$ cat config.mk
export PLATFORM = sky130hd
export DESIGN_NAME = reg_bus_arbiter_flat
export DESIGN_NICKNAME = d
export VERILOG_FILES = /design/src/rtl/reg_bus_arbiter_if.sv /design/src/rtl/reg_bus_arbiter.sv /design/src/flat_wrapper.sv
export SDC_FILE = /design/constraint.sdc
export NUM_CORES = 1
export LEC_CHECK = 0
export ABC_AREA = 1
export ABC_CLOCK_PERIOD_IN_PS = 1350
export CELL_PAD_IN_SITES_DETAIL_PLACEMENT = 1
export CELL_PAD_IN_SITES_GLOBAL_PLACEMENT = 2
export CORE_UTILIZATION = 21
export CTS_BUF_LIST = sky130_fd_sc_hd__clkbuf_16
export DETAILED_ROUTE_END_ITERATION = 16
export GPL_ROUTABILITY_DRIVEN = 0
export GPL_TIMING_DRIVEN = 1
export PLACE_DENSITY = 0.82
export SETUP_SLACK_MARGIN = 0.02
export SYNTH_ARGS = -nofsm -noshare
export SYNTH_HDL_FRONTEND = slang
export SYNTH_SLANG_ARGS = --single-unit
export TNS_END_PERCENT = 5
$ cat constraint.sdc
create_clock -name sysclk -period 1.35 [get_ports sysclk]
set_input_delay 0.2025 -clock sysclk [delete_from_list [all_inputs] [get_ports sysclk]]
set_output_delay 0.2025 -clock sysclk [all_outputs]
set_load 0.01 [all_outputs]
$ cat src/rtl/reg_bus_arbiter_if.sv
// rtl/reg_bus_arbiter_if.sv - master A/B command ports and shared register bus for reg_bus_arbiter
// slave modport is the arbiter side; master modport is the side driving requests and bus_rdata.
interface reg_bus_arbiter_if #(
  parameter int ADDR_W = 8,
  parameter int DATA_W = 32
);
  logic              a_req;
  logic              a_lock;
  logic              a_wen;
  logic [ADDR_W-1:0] a_addr;
  logic [DATA_W-1:0] a_wdata;
  logic              a_gnt;
  logic              a_done;
  logic [DATA_W-1:0] a_rdata;

  logic              b_req;
  logic              b_lock;
  logic              b_wen;
  logic [ADDR_W-1:0] b_addr;
  logic [DATA_W-1:0] b_wdata;
  logic              b_gnt;
  logic              b_done;
  logic [DATA_W-1:0] b_rdata;

  logic [ADDR_W-1:0] bus_addr;
  logic [DATA_W-1:0] bus_wdata;
  logic              bus_wen;
  logic [DATA_W-1:0] bus_rdata;
  logic [1:0]        owner;

  modport slave (
    input  a_req, a_lock, a_wen, a_addr, a_wdata,
    input  b_req, b_lock, b_wen, b_addr, b_wdata,
    input  bus_rdata,
    output a_gnt, a_done, a_rdata,
    output b_gnt, b_done, b_rdata,
    output bus_addr, bus_wdata, bus_wen, owner
  );

  modport master (
    output a_req, a_lock, a_wen, a_addr, a_wdata,
    output b_req, b_lock, b_wen, b_addr, b_wdata,
    output bus_rdata,
    input  a_gnt, a_done, a_rdata,
    input  b_gnt, b_done, b_rdata,
    input  bus_addr, bus_wdata, bus_wen, owner
  );
endinterface

$ cat src/rtl/reg_bus_arbiter.sv
// rtl/reg_bus_arbiter.sv - two-master register bus arbiter, fixed priority to A, lockable ownership
// Optional B starvation guard enabled by defining REG_ARB_STARVE_GUARD_EN.
module reg_bus_arbiter #(
  parameter int ADDR_W = 8,
  parameter int DATA_W = 32,
  parameter int RD_LAT = 1
`ifdef REG_ARB_STARVE_GUARD_EN
  , parameter int STARVE_MAX = 4
`endif
) (
  input logic              sysclk,
  input logic              reset,
  reg_bus_arbiter_if.slave rb
);
  localparam logic [1:0] ST_IDLE  = 2'd0;
  localparam logic [1:0] ST_WR    = 2'd1;
  localparam logic [1:0] ST_RD    = 2'd2;
  localparam logic [1:0] OWN_NONE = 2'b00;
  localparam logic [1:0] OWN_A    = 2'b01;
  localparam logic [1:0] OWN_B    = 2'b10;
  localparam logic [2:0] RD_LAST  = 3'(RD_LAT - 1);

  logic [1:0]        state;
  logic [2:0]        rd_cnt;
  logic              cur_b;
  logic              cur_lock;
  logic              locked;
  logic              lock_b;
  logic [3:0]        idle_cnt;
  logic              sel_a;
  logic              sel_b;
  logic              force_b;
  logic              finish;
  logic              sel_wen;
  logic              sel_lock;
  logic [ADDR_W-1:0] sel_addr;
  logic [DATA_W-1:0] sel_wdata;

`ifdef REG_ARB_STARVE_GUARD_EN
  logic [2:0] starve_cnt;

  // Saturating count of A grants taken while B was waiting.
  always_ff @(posedge sysclk or negedge reset) begin
    if (!reset) begin
      starve_cnt <= 3'd0;
    end else if (!rb.b_req || sel_b) begin
      starve_cnt <= 3'd0;
    end else if (sel_a && (starve_cnt < 3'(STARVE_MAX))) begin
      starve_cnt <= starve_cnt + 3'd1;
    end
  end

  assign force_b = rb.b_req && (starve_cnt >= 3'(STARVE_MAX));
`else
  assign force_b = 1'b0;
`endif

  always_comb begin
    sel_a = 1'b0;
    sel_b = 1'b0;
    if (state == ST_IDLE) begin
      if (locked) begin
        sel_a = !lock_b && rb.a_req;
        sel_b = lock_b && rb.b_req;
      end else if (force_b) begin
        sel_b = 1'b1;
      end else if (rb.a_req) begin
        sel_a = 1'b1;
      end else if (rb.b_req) begin
        sel_b = 1'b1;
      end
    end
    sel_wen   = sel_b ? rb.b_wen   : rb.a_wen;
    sel_lock  = sel_b ? rb.b_lock  : rb.a_lock;
    sel_addr  = sel_b ? rb.b_addr  : rb.a_addr;
    sel_wdata = sel_b ? rb.b_wdata : rb.a_wdata;
    finish    = (state == ST_WR) || ((state == ST_RD) && (rd_cnt == RD_LAST));
  end

  always_ff @(posedge sysclk or negedge reset) begin
    if (!reset) begin
      state        <= ST_IDLE;
      rd_cnt       <= 3'd0;
      cur_b        <= 1'b0;
      cur_lock     <= 1'b0;
      locked       <= 1'b0;
      lock_b       <= 1'b0;
      idle_cnt     <= 4'd0;
      rb.a_gnt     <= 1'b0;
      rb.b_gnt     <= 1'b0;
      rb.a_done    <= 1'b0;
      rb.b_done    <= 1'b0;
      rb.a_rdata   <= '0;
      rb.b_rdata   <= '0;
      rb.bus_addr  <= '0;
      rb.bus_wdata <= '0;
      rb.bus_wen   <= 1'b0;
      rb.owner     <= OWN_NONE;
    end else begin
      rb.a_gnt   <= sel_a;
      rb.b_gnt   <= sel_b;
      rb.a_done  <= finish && !cur_b;
      rb.b_done  <= finish && cur_b;
      rb.bus_wen <= (sel_a || sel_b) && sel_wen;
      if (sel_a || sel_b) begin
        rb.bus_addr  <= sel_addr;
        rb.bus_wdata <= sel_wdata;
        rb.owner     <= sel_b ? OWN_B : OWN_A;
        cur_b        <= sel_b;
        cur_lock     <= sel_lock;
        rd_cnt       <= 3'd0;
        idle_cnt     <= 4'd0;
        state        <= sel_wen ? ST_WR : ST_RD;
      end else if (finish) begin
        // The lock flag of the finishing transaction decides who owns the bus next.
        state    <= ST_IDLE;
        locked   <= cur_lock;
        lock_b   <= cur_b;
        rb.owner <= !cur_lock ? OWN_NONE : (cur_b ? OWN_B : OWN_A);
        if (state == ST_RD) begin
          if (cur_b) begin
            rb.b_rdata <= rb.bus_rdata;
          end else begin
            rb.a_rdata <= rb.bus_rdata;
          end
        end
      end else if (state == ST_RD) begin
        rd_cnt <= rd_cnt + 3'd1;
      end else if (locked) begin
        // An idle lock owner loses the bus after 16 idle cycles.
        if (idle_cnt == 4'd15) begin
          locked   <= 1'b0;
          rb.owner <= OWN_NONE;
          idle_cnt <= 4'd0;
        end else begin
          idle_cnt <= idle_cnt + 4'd1;
        end
      end
    end
  end
endmodule
$ cat src/flat_wrapper.sv
// flat-port wrapper written by rule: the top's interface ports become plain ports
module reg_bus_arbiter_flat 
#(
  parameter int ADDR_W = 8,
  parameter int DATA_W = 32,
  parameter int RD_LAT = 1

)
  (sysclk, reset, rb_a_req, rb_a_lock, rb_a_wen, rb_a_addr, rb_a_wdata, rb_b_req, rb_b_lock, rb_b_wen, rb_b_addr, rb_b_wdata, rb_bus_rdata, rb_a_gnt, rb_a_done, rb_a_rdata, rb_b_gnt, rb_b_done, rb_b_rdata, rb_bus_addr, rb_bus_wdata, rb_bus_wen, rb_owner);
  reg_bus_arbiter_if #(.ADDR_W(ADDR_W), .DATA_W(DATA_W)) rb_i ();
  input logic sysclk;
  input logic reset;
  input wire logic [$bits(rb_i.a_req)-1:0] rb_a_req;
  input wire logic [$bits(rb_i.a_lock)-1:0] rb_a_lock;
  input wire logic [$bits(rb_i.a_wen)-1:0] rb_a_wen;
  input wire logic [$bits(rb_i.a_addr)-1:0] rb_a_addr;
  input wire logic [$bits(rb_i.a_wdata)-1:0] rb_a_wdata;
  input wire logic [$bits(rb_i.b_req)-1:0] rb_b_req;
  input wire logic [$bits(rb_i.b_lock)-1:0] rb_b_lock;
  input wire logic [$bits(rb_i.b_wen)-1:0] rb_b_wen;
  input wire logic [$bits(rb_i.b_addr)-1:0] rb_b_addr;
  input wire logic [$bits(rb_i.b_wdata)-1:0] rb_b_wdata;
  input wire logic [$bits(rb_i.bus_rdata)-1:0] rb_bus_rdata;
  output wire logic [$bits(rb_i.a_gnt)-1:0] rb_a_gnt;
  output wire logic [$bits(rb_i.a_done)-1:0] rb_a_done;
  output wire logic [$bits(rb_i.a_rdata)-1:0] rb_a_rdata;
  output wire logic [$bits(rb_i.b_gnt)-1:0] rb_b_gnt;
  output wire logic [$bits(rb_i.b_done)-1:0] rb_b_done;
  output wire logic [$bits(rb_i.b_rdata)-1:0] rb_b_rdata;
  output wire logic [$bits(rb_i.bus_addr)-1:0] rb_bus_addr;
  output wire logic [$bits(rb_i.bus_wdata)-1:0] rb_bus_wdata;
  output wire logic [$bits(rb_i.bus_wen)-1:0] rb_bus_wen;
  output wire logic [$bits(rb_i.owner)-1:0] rb_owner;
  assign rb_i.a_req = rb_a_req;
  assign rb_i.a_lock = rb_a_lock;
  assign rb_i.a_wen = rb_a_wen;
  assign rb_i.a_addr = rb_a_addr;
  assign rb_i.a_wdata = rb_a_wdata;
  assign rb_i.b_req = rb_b_req;
  assign rb_i.b_lock = rb_b_lock;
  assign rb_i.b_wen = rb_b_wen;
  assign rb_i.b_addr = rb_b_addr;
  assign rb_i.b_wdata = rb_b_wdata;
  assign rb_i.bus_rdata = rb_bus_rdata;
  assign rb_a_gnt = rb_i.a_gnt;
  assign rb_a_done = rb_i.a_done;
  assign rb_a_rdata = rb_i.a_rdata;
  assign rb_b_gnt = rb_i.b_gnt;
  assign rb_b_done = rb_i.b_done;
  assign rb_b_rdata = rb_i.b_rdata;
  assign rb_bus_addr = rb_i.bus_addr;
  assign rb_bus_wdata = rb_i.bus_wdata;
  assign rb_bus_wen = rb_i.bus_wen;
  assign rb_owner = rb_i.owner;
  reg_bus_arbiter #(.ADDR_W(ADDR_W), .DATA_W(DATA_W), .RD_LAT(RD_LAT)) u_core (.sysclk(sysclk), .reset(reset), .rb(rb_i));
endmodule
==> flow_summary.yaml <==
outcome:
  status: "finished, violations left"
  violations: "negative setup slack"
final_layout:
  fin_util_pct: 36.8
  n_antenna_cell: 0
  drive_gt1_share_pct: 19.2
  fin_nets: 959
  synthToLayoutAreaGrowth_pct: 72.5
grt:
  antenna_found_initial: 0
  grt_pass1_vias: 5050
  grt.total_usage_pct: 14.3
  overflow: 0
  grt_pass1_wl_um: 28200
  grt_max_degree: 50
routing:
  firstDrtPassIters: 4
  drtIter0Drc: 176
  wl_um: 17200
  drc: 0
  wl_per_cell_um: 14.7
  final_antenna_net_count: 0
  vias: 4765
  vias_per_cell: 4.06
logic_synthesis:
  synth_top_cells_by_count: "nand2_1 (215), dfrtp_1 (124), inv_1 (45), nand3_1 (45), o21ai_0 (41)"
  synth_area_leaders: "dfrtp_1 (60%), nand2_1 (16%), o21ai_2 (5.1%)"
  ys_seq_area_share_pct: 60.0
  synth-edff-count: 0
  syn_area_per_cell_sq_um: 9.21
  synth-async-reset-ratio_pct: 100
  synth_warnings: 0
  synth_nets: 684
  synth_cell_types: 26
  synthCells: 561
  ys_ff_latch: 124
  ys.flop_type: "dfrtp_1"
  synth_top_area_share_pct: 60.0
  synth_area_leader_cell: "dfrtp_1"
  synth_most_common_cell: "nand2_1"
  netlist_area_sq_mm: 0.00517
timing:
  fmax_mhz: 663
  grt_setup_unrepaired: "true"
  slew-limit-headroom_pct: 81.7
  min_period_ns: 1.51
  skew_ns: 0.00925
  setup_tns_ns: -6.82
  finalHoldViolations: 0
  maxSlewViolCount: 0
  worstMarginPinSlew_ns: 0.274
  fin_crit_sh_pct: 112
  setup_violations: 86
  layout_setup_ws_ns: -0.159
clock_network:
  clk_transition_reported_paths_ns: 0.06
  cts_tree: "done"
  clk_latency_ns: 0.41
  root_buffer: "clkbuf_16"
  clk_path_buf_depth: 2
  cts.sinks: 124
  cts_buffers: 17
  htreeDepth: 4
die:
  die_h_um: 159
  core_sq_mm: 0.0242
  io_pins: 231
  die_w_um: 159
  initial_core_util_pct: 21.3
  rows: 57
  dieArea_sq_mm: 0.0252
critical_path:
  cp.buffers_inverters: 2
  crit_fanout: 19
  endpoint_kind: "register"
  crit_path_max_incr_delay_ns: 0.38
  crit_family: "simple AND/OR/NAND/NOR gates"
  cp_common_cell: "nor2_4"
  startpoint_type: "register"
  crit_type: "register to register"
  worst-endpoint-required_ns: 1.65
  worstPathArrival_ns: 1.80
  critPathSlowestCell: "dfrtp_1"
  worstPathCellList: "inv_1 -> ha_2 -> nand2_2 -> nor2_4 -> nor2_4 -> nor2_4 -> nand2_4 -> buf_12 -> nand2_1 -> o21ai_2"
pwr:
  p_leak_nw: 4.33
  powerDensity_mw_per_mm2: 2250
  max-vdd-ir-drop_mv: 0.799
place:
  port_buffers: 230
  dp.final_hpwl_um: 12900
run:
  max-cap-violations: 0
min_path:
  hold_class: "input port to asynchronous set/reset pin"
-- logic make-up (layout without fill, tap and decap cells) --
family | Yosys count | count (layout) | synth area share, %
AND/OR/NAND/NOR | 281 | 281 | 22.5
flip-flops | 124 | 124 | 60.0
AO/OA/AOI/OAI | 81 | 81 | 10.1
buffers and inverters | 72 | 360 | 6.56
adder cells (fa/ha/maj) | 3 | 3 | 0.726
-- metrics by stage --
| stage | hold WS [ns] | power [W] | cell area (sq um) | worst slack, ns | cells |
|---|---|---|---|---|---|
| detailed placement | 0.0861 | 0.0162 | 8260 | -0.327 | 1140 |
| floorplan | -0.0931 | 0.0105 | 5170 | -0.0695 | 561 |
| global placement | 0.0901 | 0.0160 | 8260 | -0.277 | 1140 |
| global route | 0.228 | 0.0216 | 8910 | -0.276 | 1173 |
| finish | 0.224 | 0.0201 | 8910 | -0.159 | 1173 |
| CTS | 0.202 | 0.0201 | 8800 | -0.191 | 1173 |
-- layout by cell type, fill, tap and decap left out, drive strengths merged, types with 3 or more instances in the layout --
cell type and count:
clkdlybuf4s15 30, a21oi 5, clkinvlp 4, bufinv 3, clkbuf 18, buf 50, nand3 46, clkdlybuf4s50 118
inv 50, dlygate4sd2 80, clkinv 6, ha 3, nand2 219, nor2 13, o21ai 73, dfrtp 124
-- state kept, by name, summed over array words and instances, names as in the netlist, 2 cells and up --
register and flops:
u_core.rb.b_rdata 32, u_core.rb.bus_addr 8, u_core.idle_cnt 4, u_core.rb.owner 2, u_core.rb.a_rdata 32, u_core.state 2, u_core.rd_cnt 3, u_core.rb.bus_wdata 32
-- routing by layer --
layer | global-route usage [%] | part of all wire [%]
met5 | 0 | 0
met4 | 4.46 | 1.1
met3 | 5.56 | 9.4
met2 | 22.2 | 45
met1 | 18.3 | 44
-- worst register-to-register path, stage by stage (launching register included) --
cell	delay, ns
dfrtp_1	0.38
inv_1	0.06
ha_2	0.16
nand2_2	0.07
nor2_4	0.13
nor2_4	0.05
nor2_4	0.10
nand2_4	0.11
buf_12	0.19
nand2_1	0.09
o21ai_2	0.05
-- layout make-up --
class                           count  area, sq um
Clock buffer                       17          425
Clock inverter                     15          173
Fill cell                        2834        15300
Inverter                           48          188
Multi-Input combinational cell    365         1860
Sequential cell                   124         3100
Tap cell                          324          405
Timing Repair Buffer              280         2760
-- repair_timing --
action | in CTS | in global routing
endpoints found under the hold margin | 124 | 0
pin swaps | 1 | 1
setup buffers | 0 | 0
setup endpoints to repair | 226 | 166
gates resized for setup | 142 | 63
hold buffers | 1 | 0
-- power breakdown --
| part | internal (W) | total [W] | switching [W] |
|---|---|---|---|
| sequential | 0.00550 | 0.00648 | 0.000984 |
| clock | 0.00290 | 0.00468 | 0.00178 |
| combinational | 0.00422 | 0.00890 | 0.00468 |
-- path summary, 6_finish.rpt --
check / depth (start not counted) / end / start / slack (ns)
setup / recovery: 10 / u_core.rb.b_rdata[26]$_DFFE_PN0P_ / u_core.rd_cnt[0]$_DFFE_PN0P_ / -0.16
max in group asynchronous: 3 / u_core.rb.bus_wdata[6]$_DFFE_PN0P_ / reset / 0.58
setup reg to reg: 10 / u_core.rb.b_rdata[26]$_DFFE_PN0P_ / u_core.rd_cnt[0]$_DFFE_PN0P_ / -0.16
hold / removal: 2 / u_core.rb.b_rdata[22]$_DFFE_PN0P_ / reset / 0.22
hold reg to reg: 1 / u_core.rb.a_done$_DFF_PN0_ / u_core.cur_b$_DFFE_PN0P_ / 0.44
min in group sysclk: 3 / u_core.rb.bus_wdata[11]$_DFFE_PN0P_ / rb_b_wdata[11] / 0.35
No activity file was read; power rests on OpenSTA's default activity.
